--- src/rtl/pe_array_ctrl.sv ---
// Job sequencer for the weight-stationary systolic PE array: weight load, skewed activation stream, drain, done.
// Optional weight reuse (skip LOAD when a tile is already resident) is enabled by defining PE_CTRL_WREUSE_EN.
module pe_array_ctrl #(
  parameter int ROWS  = 13,
  parameter int COLS  = 13,
  parameter int VEC_W = 8
) (
  input  logic                                 clk,
  input  logic                                 rst,
  input  logic                                 start,
  input  logic [VEC_W-1:0]                     num_vec,
`ifdef PE_CTRL_WREUSE_EN
  input  logic                                 reuse_w,
`endif
  output logic                                 busy,
  output logic                                 done,
  output logic                                 w_rd_en,
  output logic [((ROWS>1)?$clog2(ROWS):1)-1:0] w_rd_addr,
  output logic                                 w_en,
  output logic                                 w_compute,
  output logic                                 act_rd_en,
  output logic [VEC_W-1:0]                     act_rd_idx,
  output logic [ROWS-1:0]                      row_valid,
  output logic                                 sum_valid,
  output logic [VEC_W-1:0]                     sum_idx
);

  localparam int LAT = ROWS + COLS;
  localparam int AW  = (ROWS > 1) ? $clog2(ROWS) : 1;
  localparam int LCW = $clog2(ROWS + 1);
  localparam int DCW = $clog2(LAT + 1);

  typedef enum logic [2:0] {
    S_IDLE,
    S_LOAD,
    S_COMPUTE,
    S_DRAIN,
    S_DONE
  } state_t;

  state_t           r_state;
  state_t           w_state_nxt;
  logic [LCW-1:0]   r_lcnt;
  logic [VEC_W-1:0] r_vcnt;
  logic [VEC_W-1:0] r_nvec;
  logic [DCW-1:0]   r_dcnt;
  logic [ROWS-1:0]  r_rv;
  logic [LAT-1:0]   r_sv;
  logic [VEC_W-1:0] r_sidx [LAT];

  logic w_ld_last;
  logic w_vec_last;
  logic w_drn_last;
  logic w_skip_load;

  assign w_ld_last  = (r_lcnt == LCW'(ROWS));
  assign w_vec_last = (r_vcnt == r_nvec - VEC_W'(1));
  assign w_drn_last = (r_dcnt == DCW'(LAT - 1));

`ifdef PE_CTRL_WREUSE_EN
  logic r_wloaded;

  always_ff @(posedge clk or posedge rst) begin
    if (rst) begin
      r_wloaded <= 1'b0;
    end else if (r_state == S_LOAD && w_ld_last) begin
      r_wloaded <= 1'b1;
    end
  end

  assign w_skip_load = reuse_w & r_wloaded;
`else
  assign w_skip_load = 1'b0;
`endif

  always_ff @(posedge clk or posedge rst) begin
    if (rst) begin
      r_state <= S_IDLE;
    end else begin
      r_state <= w_state_nxt;
    end
  end

  always_comb begin
    w_state_nxt = r_state;
    busy        = (r_state != S_IDLE);
    done        = (r_state == S_DONE);
    w_rd_en     = 1'b0;
    w_rd_addr   = '0;
    w_en        = 1'b0;
    w_compute   = 1'b0;
    act_rd_en   = 1'b0;
    act_rd_idx  = '0;
    case (r_state)
      S_IDLE: begin
        if (start) begin
          if (w_skip_load) begin
            w_state_nxt = (num_vec == '0) ? S_DONE : S_COMPUTE;
          end else begin
            w_state_nxt = S_LOAD;
          end
        end
      end
      S_LOAD: begin
        // Address runs ROWS-1 down to 0; the shift enable trails the read by the buffer latency.
        w_rd_en = !w_ld_last;
        if (!w_ld_last) begin
          w_rd_addr = AW'(ROWS - 1 - int'(r_lcnt));
        end
        w_en = (r_lcnt != '0);
        if (w_ld_last) begin
          w_state_nxt = (r_nvec == '0) ? S_DONE : S_COMPUTE;
        end
      end
      S_COMPUTE: begin
        w_compute  = 1'b1;
        act_rd_en  = 1'b1;
        act_rd_idx = r_vcnt;
        if (w_vec_last) begin
          w_state_nxt = S_DRAIN;
        end
      end
      S_DRAIN: begin
        w_compute = 1'b1;
        if (w_drn_last) begin
          w_state_nxt = S_DONE;
        end
      end
      S_DONE: begin
        w_state_nxt = S_IDLE;
      end
      default: begin
        w_state_nxt = S_IDLE;
      end
    endcase
  end

  always_ff @(posedge clk or posedge rst) begin
    if (rst) begin
      r_lcnt <= '0;
      r_vcnt <= '0;
      r_dcnt <= '0;
      r_nvec <= '0;
    end else begin
      if (r_state == S_IDLE && start) begin
        r_nvec <= num_vec;
      end
      if (r_state == S_LOAD && !w_ld_last) begin
        r_lcnt <= r_lcnt + LCW'(1);
      end else begin
        r_lcnt <= '0;
      end
      if (r_state == S_COMPUTE && !w_vec_last) begin
        r_vcnt <= r_vcnt + VEC_W'(1);
      end else begin
        r_vcnt <= '0;
      end
      if (r_state == S_DRAIN && !w_drn_last) begin
        r_dcnt <= r_dcnt + DCW'(1);
      end else begin
        r_dcnt <= '0;
      end
    end
  end

  // Row skew and result pipes: stage k holds the read strobe delayed by k+1 cycles.
  always_ff @(posedge clk or posedge rst) begin
    if (rst) begin
      r_rv <= '0;
      r_sv <= '0;
      for (int unsigned k = 0; k < LAT; k++) begin
        r_sidx[k] <= '0;
      end
    end else begin
      r_rv[0]   <= act_rd_en;
      r_sv[0]   <= act_rd_en;
      r_sidx[0] <= act_rd_en ? r_vcnt : '0;
      for (int unsigned k = 1; k < ROWS; k++) begin
        r_rv[k] <= r_rv[k-1];
      end
      for (int unsigned k = 1; k < LAT; k++) begin
        r_sv[k]   <= r_sv[k-1];
        r_sidx[k] <= r_sidx[k-1];
      end
    end
  end

  assign row_valid = r_rv;
  assign sum_valid = r_sv[LAT-1];
  assign sum_idx   = r_sidx[LAT-1];

endmodule

--- config.mk ---
export PLATFORM = sky130hd
export DESIGN_NAME = pe_array_ctrl
export DESIGN_NICKNAME = d
export VERILOG_FILES = /design/src/rtl/pe_array_ctrl.sv
export SDC_FILE = /design/constraint.sdc
export NUM_CORES = 1
export LEC_CHECK = 0
export ABC_AREA = 0
export BUFFER_PORTS_ARGS = -buffer_cell sky130_fd_sc_hd__buf_2
export CAP_MARGIN = 40
export CORE_ASPECT_RATIO = 0.75
export CORE_UTILIZATION = 55
export CTS_BUF_LIST = sky130_fd_sc_hd__clkbuf_4
export DETAILED_ROUTE_END_ITERATION = 6
export PLACE_DENSITY = 0.73
export SYNTH_ARGS = -nofsm -noshare
export SYNTH_HDL_FRONTEND = slang
export SYNTH_SLANG_ARGS = --single-unit
--- constraint.sdc ---
create_clock -name clk -period 9.83 [get_ports clk]
set_input_delay 1.966 -clock clk [delete_from_list [all_inputs] [get_ports clk]]
set_output_delay 1.966 -clock clk [all_outputs]
set_load 0.02 [all_outputs]
==> run_results.csv <==
group,metric,value,unit
cells_and_area,drive_gt1_share,27.9,%
timing,tns,0,ns
timing,max_freq,239,MHz
clock_tree,cts_root_buf,"clkbuf_4",
global_route,gr-total-overflow,0,
clock_tree,numCtsBuffers,56,
placed_design,port-buffer-count,50,
placed_design,placed_area,7990,sq um
timing,finalSetupViolCount,0,
cells_and_area,postLayoutCellArea,8710,sq um
timing,hold_violations,0,
cells_and_area,final_nets,534,
cells_and_area,fill_cells,962,
timing,fin_skew,0.0252,ns
worst_setup_path,crit_required,7.86,ns
synth,synth_fp_nets,451,
status,violations,"design-rule violations",
timing,finalMaxSlewViolations,0,
floorplan,start_util,56.2,%
power_and_ir_drop,p_per_area,269,nW/um^2
timing,setup_ws,5.64,ns
worst_setup_path,crit_slowest_cell,"a311o_1",
placed_design,gp_congestion,0.784,
timing,whs,0.334,ns
routing,antenna_left,0,
synth,synth-seq-area-share,85.2,%
cells_and_area,antennaDiodeCount,0,
clock_tree,cts_resized,0,
floorplan,dieArea,14500,sq um
routing,drt_iter0_drc,179,
worst_setup_path,cp_num_buf_inv,2,
routing,vias_per_cell,4.68,
routing,wl_per_cell,14.0,um
global_route,grt_usage,15.6,%
routing,drt-total-wl,10200,um
routing,firstDrtPassIters,6,
placed_design,pre_cts_ws,5.36,ns
synth,synth-seq-cells,262,
job,max-cap-violations,0,
floorplan,die_h,104,um
floorplan,die_w,139,um
timing,worst_pin_slew,0.836,ns
cells_and_area,seq_area,6560,sq um
global_route,grt_max_degree,116,
synth,syn_inst,432,
global_route,grt_pass1_wl,17700,um
power_and_ir_drop,power.total,2.34,mW
timing,rsz0062_at_grt,"no",
worst_hold_path,hp-class,"register to register",
timing,slew_headroom,44.3,%
timing,min_period,4.19,ns
routing,num_vias,3402,
clock_tree,clkTransAtPathRegs,0.07,ns
global_route,antenna_found_initial,0,
floorplan,io_pins,51,
cells_and_area,syn_to_final_growth,13.2,%
cells_and_area,multi_input_area,902,sq um
worst_setup_path,path_delay_family,"compound AO/OA/AOI/OAI gates",
worst_setup_path,crit_chain,"ha_1, a311o_1, inv_1, and2_1, buf_2",
synth,syn_area,7690,sq um
floorplan,fp.coreArea,13700,sq um
cells_and_area,final_cell_mix,"dfrtp_1 (262), clkbuf_4 (87), buf_2 (50)",
synth,synth_cell_types,36,
routing,drc,6,
clock_tree,post-cts-setup-buffers,0,
synth,ys_warn_count,0,
synth,avgSynthCellArea,17.8,sq um
clock_tree,cts_tree,"yes",
worst_setup_path,endpoint_kind,"output pin",
status,status,"finished, violations left",
worst_setup_path,path_max_fanout,9,
clock_tree,htree_levels,2,
worst_setup_path,arrival,2.22,ns
timing,finalCritPeriodShare,42.6,%
clock_tree,worstSkewPairLatency,0.62,ns
cells_and_area,layout_commonest_cell,"dfrtp_1",
power_and_ir_drop,p_leak,4.67,nW
worst_setup_path,criticalPathCategory,"register to output pin",
power_and_ir_drop,ir_worst_vdd,0.163,mV
clock_tree,clock_sinks,262,
floorplan,num_rows,37,
clock_tree,cts_buffer_depth,3,
placed_design,hpwl,5670,um
clock_tree,hold_buffers,0,
worst_setup_path,cp-start-kind,"register",
global_route,grt_pass1_vias,3671,
worst_setup_path,max_stage_delay,0.48,ns
==> worst reg2reg max path, delay by kind of cell, from the launching register on <==
family / cells / cell delay (ns)
AND/OR/NAND/NOR: 1 / 0.38
buffers and inverters: 1 / 0.11
adder cells (fa/ha/maj): 1 / 0.22
flip-flops: 1 / 0.42
AO/OA/AOI/OAI: 4 / 0.81
==> worst paths after layout <==
| check | from | endpoint | slack [ns] | depth (start not counted) |
|---|---|---|---|---|
| max | r_lcnt[0] | w_rd_addr[1] | 5.64 | 5 |
| min | r_sidx[121] | r_sidx[113] | 0.33 | 0 |
| max reg2reg | r_nvec[0] | r_vcnt[3] | 7.72 | 7 |
| min reg2reg | r_sidx[121] | r_sidx[113] | 0.33 | 0 |
| max in group asynchronous | rst | r_sidx[104] | 6.44 | 5 |
| min in group asynchronous | rst | r_sidx[26] | 1.46 | 2 |
==> where the power goes <==
group          switching (mW)  total (mW)  internal, mW
logic                   0.201       0.323         0.122
registers              0.0732        1.25          1.18
clock network           0.368       0.768         0.400
total                   0.642        2.34          1.70
==> layout make-up <==
class / instances / share of cell area [%]
Clock buffer: 87 / 7.50
Clock inverter: 8 / 0.460
Inverter: 8 / 0.431
Multi-Input combinational cell: 133 / 10.4
Sequential cell: 262 / 75.3
Tap cell: 175 / 2.51
Timing Repair Buffer: 54 / 3.45
==> metrics by stage <==
stage / util (%) / std cells
after detailed placement: 58.3 / 631
after floorplan: - / 432
after global placement: 58.3 / 631
final: 63.6 / 727
after CTS: 63.3 / 726
after global routing: 63.6 / 727
==> metal layers <==
metal / vias up / global-route usage [%] / routed length (um) / part of all wire, %
met4: 0 / 6.66 / 164 / 1.6
met5: - / 0 / 0 / 0
met1: 1736 / 21.5 / 4740 / 47
met2: 83 / 22.7 / 4690 / 46
met3: 18 / 5.62 / 555 / 5.5
li1: 1565 / - / - / -
==> sequential cells by signal (all words and copies together), names as in the netlist <==
| name | count |
|---|---|
| r_sidx | 200 |
| r_sv | 26 |
| r_nvec | 8 |
| r_vcnt | 8 |
| sum_idx | 8 |
| r_dcnt | 5 |
| r_lcnt | 4 |
| r_state | 3 |
==> cells by family after synthesis <==
| logic type | synth area share [%] |
|---|---|
| adder cells (fa/ha/maj) | 1.30 |
| AO/OA/AOI/OAI | 2.21 |
| AND/OR/NAND/NOR | 4.94 |
| flip-flops | 85.2 |
| multiplexers | 0.878 |
| XOR/XNOR | 2.39 |
| buffers and inverters | 3.07 |
==> Yosys cell counts <==
library cell,instances,area [sq um]
dfrtp_1,262,6560
buf_4,21,158
nor2_1,17,63.8
nand2_1,13,48.8
xnor2_1,13,114
and2_1,12,75.1
a21oi_1,10,50.1
ha_1,8,100
inv_1,8,30.0
xor2_1,8,70.1
o21ai_0,7,35.0
mux2_2,6,67.6
nor3_1,6,30.0
nand3_1,5,25.0
buf_2,3,15.0
clkbuf_1,3,11.3
nand2b_1,3,18.8
nor3b_1,3,22.5
a22oi_1,2,15.0
a31o_1,2,17.5
buf_6,2,22.5
nor2b_1,2,12.5
nor4b_1,2,17.5
or3_1,2,12.5
a211o_1,1,8.76
a311o_1,1,10.0
a31oi_1,1,6.26
a32o_1,1,10.0
and3_1,1,6.26
and3_4,1,11.3
nand4b_1,1,8.76
nor2_4,1,11.3
nor3_2,1,10.0
nor4_1,1,6.26
o211a_1,1,10.0
o211ai_1,1,7.51
Note: power is estimated with default switching activity, not from simulation.
